[config.mk]
export PLATFORM = sky130hd
export DESIGN_NAME = divider_request_sequencer
export DESIGN_NICKNAME = d
export VERILOG_FILES = /design/src/rtl/divider_request_sequencer.sv
export SDC_FILE = /design/constraint.sdc
export NUM_CORES = 1
export LEC_CHECK = 0
export ABC_CLOCK_PERIOD_IN_PS = 4240
export CAP_MARGIN = 20
export CORE_MARGIN = 2
export CORE_UTILIZATION = 48
export CTS_CLUSTER_DIAMETER = 120
export DETAILED_ROUTE_END_ITERATION = 12
export PLACE_DENSITY_LB_ADDON = 0.3
export SLEW_MARGIN = 30
export SYNTH_ARGS = -nofsm -noshare
export SYNTH_HDL_FRONTEND = slang
export SYNTH_SLANG_ARGS = --single-unit
export TNS_END_PERCENT = 20
[constraint.sdc]
create_clock -name Clock -period 4.24 [get_ports Clock]
set_clock_uncertainty 0.05 [all_clocks]
set_input_delay 0.636 -clock Clock [delete_from_list [all_inputs] [get_ports Clock]]
set_output_delay 0.636 -clock Clock [all_outputs]
set_load 0.01 [all_outputs]
[src/rtl/divider_request_sequencer.sv]
// Host/consumer wrapper around the divider controller: one operation in flight, four-phase Req/Done.
// Best case is 4 cycles from accept to OutValid; a stalled consumer holds the result and blocks new operands.
module divider_request_sequencer #(
  parameter int WIDTH   = 16,
  parameter int TIMEOUT = 40
) (
  input  logic             Clock,
  input  logic             Reset,
  input  logic             InValid,
  output logic             InReady,
  input  logic [WIDTH-1:0] Dividend,
  input  logic [WIDTH-1:0] Divisor,
  output logic [WIDTH-1:0] OpDividend,
  output logic [WIDTH-1:0] OpDivisor,
  output logic             Req,
  input  logic             Done,
  input  logic [WIDTH-1:0] QuotientIn,
  input  logic [WIDTH-1:0] RemainderIn,
  output logic             OutValid,
  input  logic             OutReady,
  output logic [WIDTH-1:0] Quotient,
  output logic [WIDTH-1:0] Remainder,
  output logic             DivByZero,
  output logic             Timeout
);

  localparam int CW = $clog2(TIMEOUT + 1);
  localparam logic [CW-1:0] CNT_LAST = CW'(TIMEOUT - 1);

  typedef enum logic [2:0] {IDLE, ISSUE, WAIT_DONE, WAIT_RELEASE, RESULT} state_t;

  state_t        state;
  logic [CW-1:0] cnt;

  always_ff @(posedge Clock) begin
    if (Reset) begin
      state      <= IDLE;
      cnt        <= '0;
      InReady    <= 1'b1;
      Req        <= 1'b0;
      OutValid   <= 1'b0;
      OpDividend <= '0;
      OpDivisor  <= '0;
      Quotient   <= '0;
      Remainder  <= '0;
      DivByZero  <= 1'b0;
      Timeout    <= 1'b0;
    end else begin
      case (state)
        IDLE: begin
          if (InValid) begin
            InReady   <= 1'b0;
            DivByZero <= 1'b0;
            Timeout   <= 1'b0;
            if (Divisor != '0) begin
              OpDividend <= Dividend;
              OpDivisor  <= Divisor;
              Req        <= 1'b1;
              state      <= ISSUE;
            end else begin
              // Zero divisor is answered locally; the controller never sees it.
              Quotient  <= '1;
              Remainder <= Dividend;
              DivByZero <= 1'b1;
              OutValid  <= 1'b1;
              state     <= RESULT;
            end
          end
        end
        ISSUE: begin
          cnt   <= '0;
          state <= WAIT_DONE;
        end
        WAIT_DONE: begin
          // Done is checked first so a completion on the last allowed cycle is kept.
          if (Done) begin
            Quotient  <= QuotientIn;
            Remainder <= RemainderIn;
            Req       <= 1'b0;
            state     <= WAIT_RELEASE;
          end else if (cnt == CNT_LAST) begin
            Quotient  <= '0;
            Remainder <= '0;
            Timeout   <= 1'b1;
            Req       <= 1'b0;
            state     <= WAIT_RELEASE;
          end else begin
            cnt <= cnt + 1'b1;
          end
        end
        WAIT_RELEASE: begin
          if (!Done) begin
            OutValid <= 1'b1;
            state    <= RESULT;
          end
        end
        RESULT: begin
          if (OutReady) begin
            OutValid <= 1'b0;
            InReady  <= 1'b1;
            state    <= IDLE;
          end
        end
        default: begin
          state    <= IDLE;
          Req      <= 1'b0;
          OutValid <= 1'b0;
          InReady  <= 1'b1;
        end
      endcase
    end
  end

endmodule

==> results.cfg, run 1 <==
[outcome]
status = complete, no violations

[floorplan]
die_h_um = 92.7
num_rows = 32
io-pin-count = 138
dieArea_um2 = 8580
core_um2 = 7690
die_w_um = 92.7
start_util_pct = 49.1

[timing]
finalCritPeriodShare_pct = 64.9
slew_violations = 0
tns_ns = 0
setup_viol = 0
relSlewSlack_pct = 43.4
rsz0062_at_grt = no
fin_hold_ws_ns = 0.417
period_needed_ns = 2.75
max_freq_ghz = 0.363
worst_slew_pin_slew_ns = 0.846
finalHoldViolations = 0

[route]
via_per_inst = 5.60
drt_iter0_drc = 224
via_count = 3663
drcViolationCount = 0
ant_nets = 0
routed_wirelength_mm = 10.6
wl_per_cell_um = 16.2
dr.pass1.iters = 5

[clocking]
clock-sinks = 78
numCtsBuffers = 9
cts_tree = built
clkTransAtPathRegs_ns = 0.08
clk_path_buf_depth = 2
clk_latency_ns = 0.34
cts_root_buf = clkbuf_8
htreeDepth = 3
hold_buffers = 0
ctsResizeCount = 0
cts_setup_buffers = 0

[worst_setup_path]
cp.required_ns = 4.45
worst-path-max-fanout = 22
ff2ff_path_depth = 6
endpoint_kind = flop
cp.arrival_ns = 2.96
path_class = primary input to flop
critPathLaunchType = primary input

[logic_synthesis]
syn_inst = 432
yosys.area.top_type = dfxtp_1
async_reset_ff_share_pct = 0
synth_warnings = 0
yosys.area.top_type_share_pct = 41.4
synth.avg_cell_area_um2 = 8.73
synth.net_count = 502
ys_seq_area_share_pct = 41.4
synthDistinctLibCells = 46
syn_area_um2 = 3770
synth_edf_count = 0
yosys_register_bits = 78
synth_area_leaders = dfxtp_1, a21oi_1, nand3_1
ys.flop_type = dfxtp_1

[cells_and_area]
drive_above_1_share_pct = 12.7
nNetsFinal = 617
fin_cells = 654
nFillCells = 620
area.growth.synth_to_final_pct = 42.7
antenna_cells = 0

[grt]
antenna_found_initial = 0
grt_max_degree = 80
grt-ovfl-total = 0
gr-usage-all-layers_pct = 24.2
grt_pass1_wl_mm = 16.6
grt_pass1_vias = 3414

[power]
total_power_mw = 2.07
p_per_area_nw_per_um2 = 385
peakVddDrop_mv = 0.285
p_leak_nw = 1.91

[placed_design]
port-buffer-count = 137
dpl.cell_count = 638
gp_congestion = 0.904
hpwl_mm = 7.47

[worst_hold_path]
hold_depth = 2
hp-class = flop to flop

[run]
cap_violations = 0
## worst max-delay path, cell delays in order
cell and delay, ns:
clkdlybuf4s50_1 0.46, buf_4 0.24, inv_1 0.30, o211ai_2 0.19, o2111ai_4 0.42, buf_4 0.40
a221oi_2 0.30
## cell usage after synthesis, types with 2 or more instances
library cell / instances
nor4b_2: 2
buf_2: 10
or3_1: 2
o21ai_1: 4
o21ai_0: 48
nand3_1: 53
dfxtp_1: 78
a21oi_1: 58
xnor2_1: 2
nand2_1: 22
nor2b_1: 16
or2_2: 2
nand2b_1: 3
a2bb2oi_1: 2
buf_1: 2
a221oi_2: 16
nor2_1: 10
buf_6: 3
nor4_2: 4
o32ai_1: 2
a21o_1: 2
mux2_4: 14
inv_1: 22
nor3_1: 4
mux2_2: 3
clkbuf_1: 27
o21bai_1: 2
## per-layer routing
| layer | vias to the layer above | global-route usage, % | routed length, µm |
|---|---|---|---|
| li1 | 1781 | - | - |
| met4 | 0 | 10.0 | 233 |
| met1 | 1708 | 29.8 | 4470 |
| met5 | - | 0 | 0 |
| met3 | 21 | 6.59 | 854 |
| met2 | 153 | 39.9 | 5040 |
## where the power goes
group	switching [mW]	total (mW)	internal, mW
Combinational	0.290	0.602	0.312
Sequential	0.0591	0.867	0.808
Clock	0.273	0.604	0.331
Total	0.622	2.07	1.45
## metrics by stage
| stage | worst slack [ns] | utilization (%) | instance area (µm²) |
|---|---|---|---|
| detailed placement | 1.15 | 67.3 | 5170 |
| CTS | 1.52 | 70.0 | 5380 |
| global route | 1.35 | 70.0 | 5380 |
| floorplan | 2.16 | - | 3770 |
| finish | 1.49 | 70.0 | 5380 |
| global placement | 1.22 | 66.9 | 5140 |
## cell families (layout without fill, tap and decap cells)
family,after synthesis,after routing,synth area share [%]
AOI/OAI and AO/OA,143,143,25.3
adders and majority gates,1,1,0.332
muxes,17,17,6.47
DFF,78,78,41.4
and+or+nand+nor,127,127,18.8
buffers and inverters,64,184,7.30
xor gates and xnor gates,2,2,0.464
## sequential cells by signal (all words and copies together), names as in the netlist
register	cells
state	3
OutValid	1
Timeout	1
Quotient	16
cnt	6
DivByZero	1
Remainder	16
OpDivisor	16
Req	1
OpDividend	16
InReady	1
## layout make-up
class | count | area [µm²] | area share (%)
clock buffer | 10 | 128 | 2.37
clock inverter | 6 | 86.3 | 1.60
inverter | 22 | 82.6 | 1.53
multi-input combinational | 290 | 1950 | 36.2
sequential | 78 | 1560 | 29.0
tap | 102 | 128 | 2.37
timing repair buffer | 146 | 1450 | 26.9
## cell usage in the layout, fill, tap and decap left out, drive strengths merged, types with 16 or more instances in the layout
| cell type | Yosys | layout |
|---|---|---|
| a221oi | 16 | 16 |
| mux2 | 17 | 17 |
| nand2 | 22 | 22 |
| nand3 | 53 | 53 |
| o21ai | 52 | 52 |
| dfxtp | 78 | 78 |
| nor2b | 16 | 16 |
| a21oi | 58 | 58 |
| inv | 22 | 22 |
| clkdlybuf4s50 | 0 | 136 |
## worst paths after layout
check / startpoint / to / slack, ns
worst min register to register: Quotient[1]$_SDFFE_PP0P_ / Quotient[1]$_SDFFE_PP0P_ / 0.42
worst min-delay path: Quotient[1]$_SDFFE_PP0P_ / Quotient[1]$_SDFFE_PP0P_ / 0.42
worst max register to register: cnt[0]$_SDFFE_PP0P_ / Quotient[6]$_SDFFE_PP0P_ / 1.96
worst max-delay path: Done / Quotient[6]$_SDFFE_PP0P_ / 1.49
(Power assumes the default switching activity.)
==> run 2: changes to the inputs <==
Settings changed: ABC_CLOCK_PERIOD_IN_PS 4240 to 2300, CORE_UTILIZATION 48 to 40.
Clock period 4.24 ns to 2.3 ns, I/O delays scaled along.
==> results.cfg, run 2 (synthesis results as in run 1) <==
[outcome]
status = complete, no violations

[grt]
antenna_found_initial = 0
grt_pass1_vias = 3415
grt-ovfl-total = 0
grt_pass1_wl_mm = 16.7
grt_max_degree = 48
gr-usage-all-layers_pct = 20.3

[worst_setup_path]
slowest_stage = clkdlybuf4s50_1
cp.required_ns = 2.49
endpoint_kind = flop
critPathLaunchType = primary input
cp_top_family = simple AND/OR/NAND/NOR gates
path_class = primary input to flop
critical_path.cell_chain = clkdlybuf4s50_1, nor4_2, and4_1, o2111ai_4, buf_12, mux2_4
cpPeakStageDelay_ns = 0.43
r2r_slack_ns = 0.41
path_buf_inv = 2
cp.arrival_ns = 2.17
worst-path-max-fanout = 32

[clocking]
clk_latency_ns = 0.34
clock-sinks = 78
hold_buffers = 0
cts_setup_buffers = 0
numCtsBuffers = 9
clk_path_buf_depth = 2
cts_tree = built
clkTransAtPathRegs_ns = 0.08
htreeDepth = 3
cts_root_buf = clkbuf_8
ctsResizeCount = 0

[placed_design]
hpwl_mm = 7.61
placed_area_um2 = 5260
gp_congestion = 0.846
dpl.cell_count = 657
port-buffer-count = 137

[timing]
max_freq_ghz = 0.504
finalHoldViolations = 0
slew_violations = 0
period_needed_ns = 1.98
worst_slew_pin_slew_ns = 0.604
finalCritPeriodShare_pct = 86.2
setup_viol = 0
rsz0062_at_grt = no
relSlewSlack_pct = 59.7

[route]
drcViolationCount = 0
wl_per_cell_um = 15.8
drt_iter0_drc = 239
dr.pass1.iters = 5
via_count = 3644
via_per_inst = 5.43
ant_nets = 0
routed_wirelength_mm = 10.6

[floorplan]
io-pin-count = 138
num_rows = 35
dieArea_um2 = 10200
die_w_um = 101
start_util_pct = 41.0
die_h_um = 101
core_um2 = 9200

[run]
cap_violations = 0

[cells_and_area]
stdcell_area_um2 = 5450
multi_input_area_um2 = 1950
fin_cells = 671
layout_commonest_cell = clkdlybuf4s50_1
nFillCells = 810
final_cell_mix = clkdlybuf4s50_1, dfxtp_1, a21oi_1
post-route-util_pct = 59.3
area.growth.synth_to_final_pct = 44.5
antenna_cells = 0
seq_area_um2 = 1560
drive_above_1_share_pct = 14.1
nNetsFinal = 627

[worst_hold_path]
hp-class = primary input to flop

[power]
total_power_mw = 3.77
p_per_area_nw_per_um2 = 692
peakVddDrop_mv = 0.404
p_leak_nw = 1.96
-- run 2: routing by layer --
layer  share of wire [%]  global-route usage (%)  vias up
met5                   0                       0        -
met3                 7.5                    5.76       15
met2                  47                    33.2      142
met4                 1.2                    4.47        0
met1                  44                    26.7     1692
li1                    -                       -     1795
-- run 2: cell type report --
type / instances / area share, %
well taps: 111 / 2.55
flip-flops and latches: 78 / 28.6
multi-input cells: 290 / 35.8
clock buffers: 11 / 2.78
clock inverters: 3 / 0.803
repair buffers: 156 / 27.9
inverters: 22 / 1.51
-- run 2: worst register-to-register path, cell delays in order (launching register included) --
cell and delay, ns:
dfxtp_1 0.40, ha_1 0.20, nand2_1 0.16, o211ai_2 0.28
o2111ai_4 0.15, buf_12 0.22, mux2_4 0.33
-- run 2: where the power goes --
part,switching (mW),internal (mW),leakage [nW]
sequential,0.0810,1.49,0.636
clock,0.500,0.552,0.102
combinational,0.558,0.591,1.23
total,1.14,2.63,1.96
-- run 2: worst paths after layout --
path	startpoint	depth (start not counted)	endpoint
worst max-delay path	Divisor[10]	6	Remainder[10]$_SDFFE_PP0P_
worst min-delay path	Reset	2	Timeout$_SDFFE_PP0P_
worst max register to register	cnt[0]$_SDFFE_PP0P_	6	Remainder[10]$_SDFFE_PP0P_
worst min register to register	Quotient[6]$_SDFFE_PP0P_	2	Quotient[6]$_SDFFE_PP0P_
-- run 2: metrics by stage --
stage	setup TNS (ns)	worst slack [ns]	hold slack [ns]
after floorplan	0	0.507	0.428
after global placement	-0.00171	-0.000661	0.398
after detailed placement	-0.462	-0.0372	0.400
after CTS	0	0.332	0.391
after global routing	0	0.254	0.438
final	0	0.318	0.400
==> run 3: changes to the inputs <==
Settings changed: PLACE_DENSITY from default to 0.76, PLACE_DENSITY_LB_ADDON 0.3 to default.
==> results.cfg, run 3 (synthesis results as in run 1) <==
[outcome]
status = complete, no violations

[timing]
finalCritPeriodShare_pct = 88.0
finalWorstSetupSlack_ns = 0.277
slew_violations = 0
worst_slew_pin_slew_ns = 0.724
relSlewSlack_pct = 51.7
period_needed_ns = 2.02
rsz0062_at_grt = no
max_freq_ghz = 0.494
setup_viol = 0
finalHoldViolations = 0

[worst_setup_path]
path_class = primary input to flop
critical_path.cell_chain = clkdlybuf4s50_1, nor4_2, and4_1, o2111ai_4, buf_4, a221oi_2
r2r-end = Quotient[3]$_SDFFE_PP0P_
worst-path-max-fanout = 16
slowest_stage = clkdlybuf4s50_1
cpPeakStageDelay_ns = 0.44
r2r_slack_ns = 0.37
cp.required_ns = 2.51
cp.arrival_ns = 2.23
critPathLaunchType = primary input
ff2ff_path_depth = 6
cp_top_family = simple AND/OR/NAND/NOR gates
endpoint_kind = flop
path_buf_inv = 2
r2r-start = cnt[0]$_SDFFE_PP0P_

[cells_and_area]
nNetsFinal = 625
antenna_cells = 0
seq_area_um2 = 1560
fin_cells = 669
final_cell_mix = clkdlybuf4s50_1, dfxtp_1, a21oi_1
nFillCells = 801
drive_above_1_share_pct = 13.8
multi_input_area_um2 = 1950
post-route-util_pct = 59.9
stdcell_area_um2 = 5510
layout_commonest_cell = clkdlybuf4s50_1
area.growth.synth_to_final_pct = 46.1

[grt]
grt_max_degree = 49
grt-ovfl-total = 0
grt_pass1_wl_mm = 17.5
antenna_found_initial = 0
grt_pass1_vias = 3538
gr-usage-all-layers_pct = 21.4

[clocking]
cts_setup_buffers = 0
clk_latency_ns = 0.34
cts_root_buf = clkbuf_8
ctsResizeCount = 0
clock-sinks = 78
cts_tree = built
hold_buffers = 0
clkTransAtPathRegs_ns = 0.07
clk_path_buf_depth = 2
htreeDepth = 3
numCtsBuffers = 9

[power]
peakVddDrop_mv = 0.350
total_power_mw = 4.07
p_per_area_nw_per_um2 = 738
p_leak_nw = 1.98

[placed_design]
port-buffer-count = 137
hpwl_mm = 7.85
gp_congestion = 0.810
post-place-ws_ns = -0.101
placed_area_um2 = 5260
dpl.cell_count = 655

[route]
dr.pass1.iters = 5
via_count = 3671
ant_nets = 0
wl_per_cell_um = 16.4
wl_met1_mm = 4.80
met2_length_mm = 5.38
met3_length_um = 658
drt_iter0_drc = 216
drcViolationCount = 0
via_per_inst = 5.49
routed_wirelength_mm = 11.0
highest_layer = met4

[floorplan]
io-pin-count = 138
core_um2 = 9200
num_rows = 35
start_util_pct = 41.0
die_h_um = 101
die_w_um = 101
dieArea_um2 = 10200

[worst_hold_path]
holdPathEnd = DivByZero$_SDFFE_PP0P_
hold_path_startpoint = DivByZero$_SDFFE_PP0P_
hold_depth = 2
hp-class = flop to flop

[run]
cap_violations = 0
==> run 3: how the worst max path moves through the flow <==
| stage | start | slack, ns | end | cells after the start |
|---|---|---|---|---|
| floorplan | Divisor[15] | 0.51 | Remainder[10]$_SDFFE_PP0P_ | 6 |
| global placement | Divisor[2] | -0.02 | Quotient[15]$_SDFFE_PP0P_ | 6 |
| detailed placement | Divisor[2] | -0.10 | Quotient[13]$_SDFFE_PP0P_ | 6 |
| CTS | Divisor[2] | 0.27 | Quotient[13]$_SDFFE_PP0P_ | 6 |
| global route | Divisor[2] | 0.14 | Quotient[0]$_SDFFE_PP0P_ | 6 |
| finish | Divisor[2] | 0.28 | Quotient[3]$_SDFFE_PP0P_ | 6 |
==> run 3: report_power, final <==
group          switching, mW  internal, mW
logic                  0.573         0.597
clock network          0.482         0.849
registers             0.0806          1.49
==> run 3: layout make-up <==
class	count	area share (%)
Timing Repair Buffer	154	27.6
Sequential cell	78	28.3
Inverter	22	1.50
Multi-Input combinational cell	290	35.4
Clock inverter	4	2.18
Clock buffer	10	2.50
Tap cell	111	2.52
==> run 3: routing by layer <==
layer,GRT usage [%],vias to the layer above
met5,0,-
met4,7.38,0
met3,5.06,13
met2,34.7,123
met1,28.0,1749
li1,-,1786
==> run 3: stage by stage <==
stage                     TNS [ns]  hold WS (ns)
after global routing             0         0.428
after CTS                        0         0.421
after detailed placement     -1.87         0.407
final                            0         0.419
after floorplan                  0         0.428
after global placement      -0.581         0.393
==> run 3: worst reg2reg max path, cell delays in order (launching register included) <==
cell,delay (ns)
dfxtp_1,0.40
ha_1,0.21
nand2_1,0.17
o211ai_2,0.28
o2111ai_4,0.17
buf_4,0.27
a221oi_2,0.30
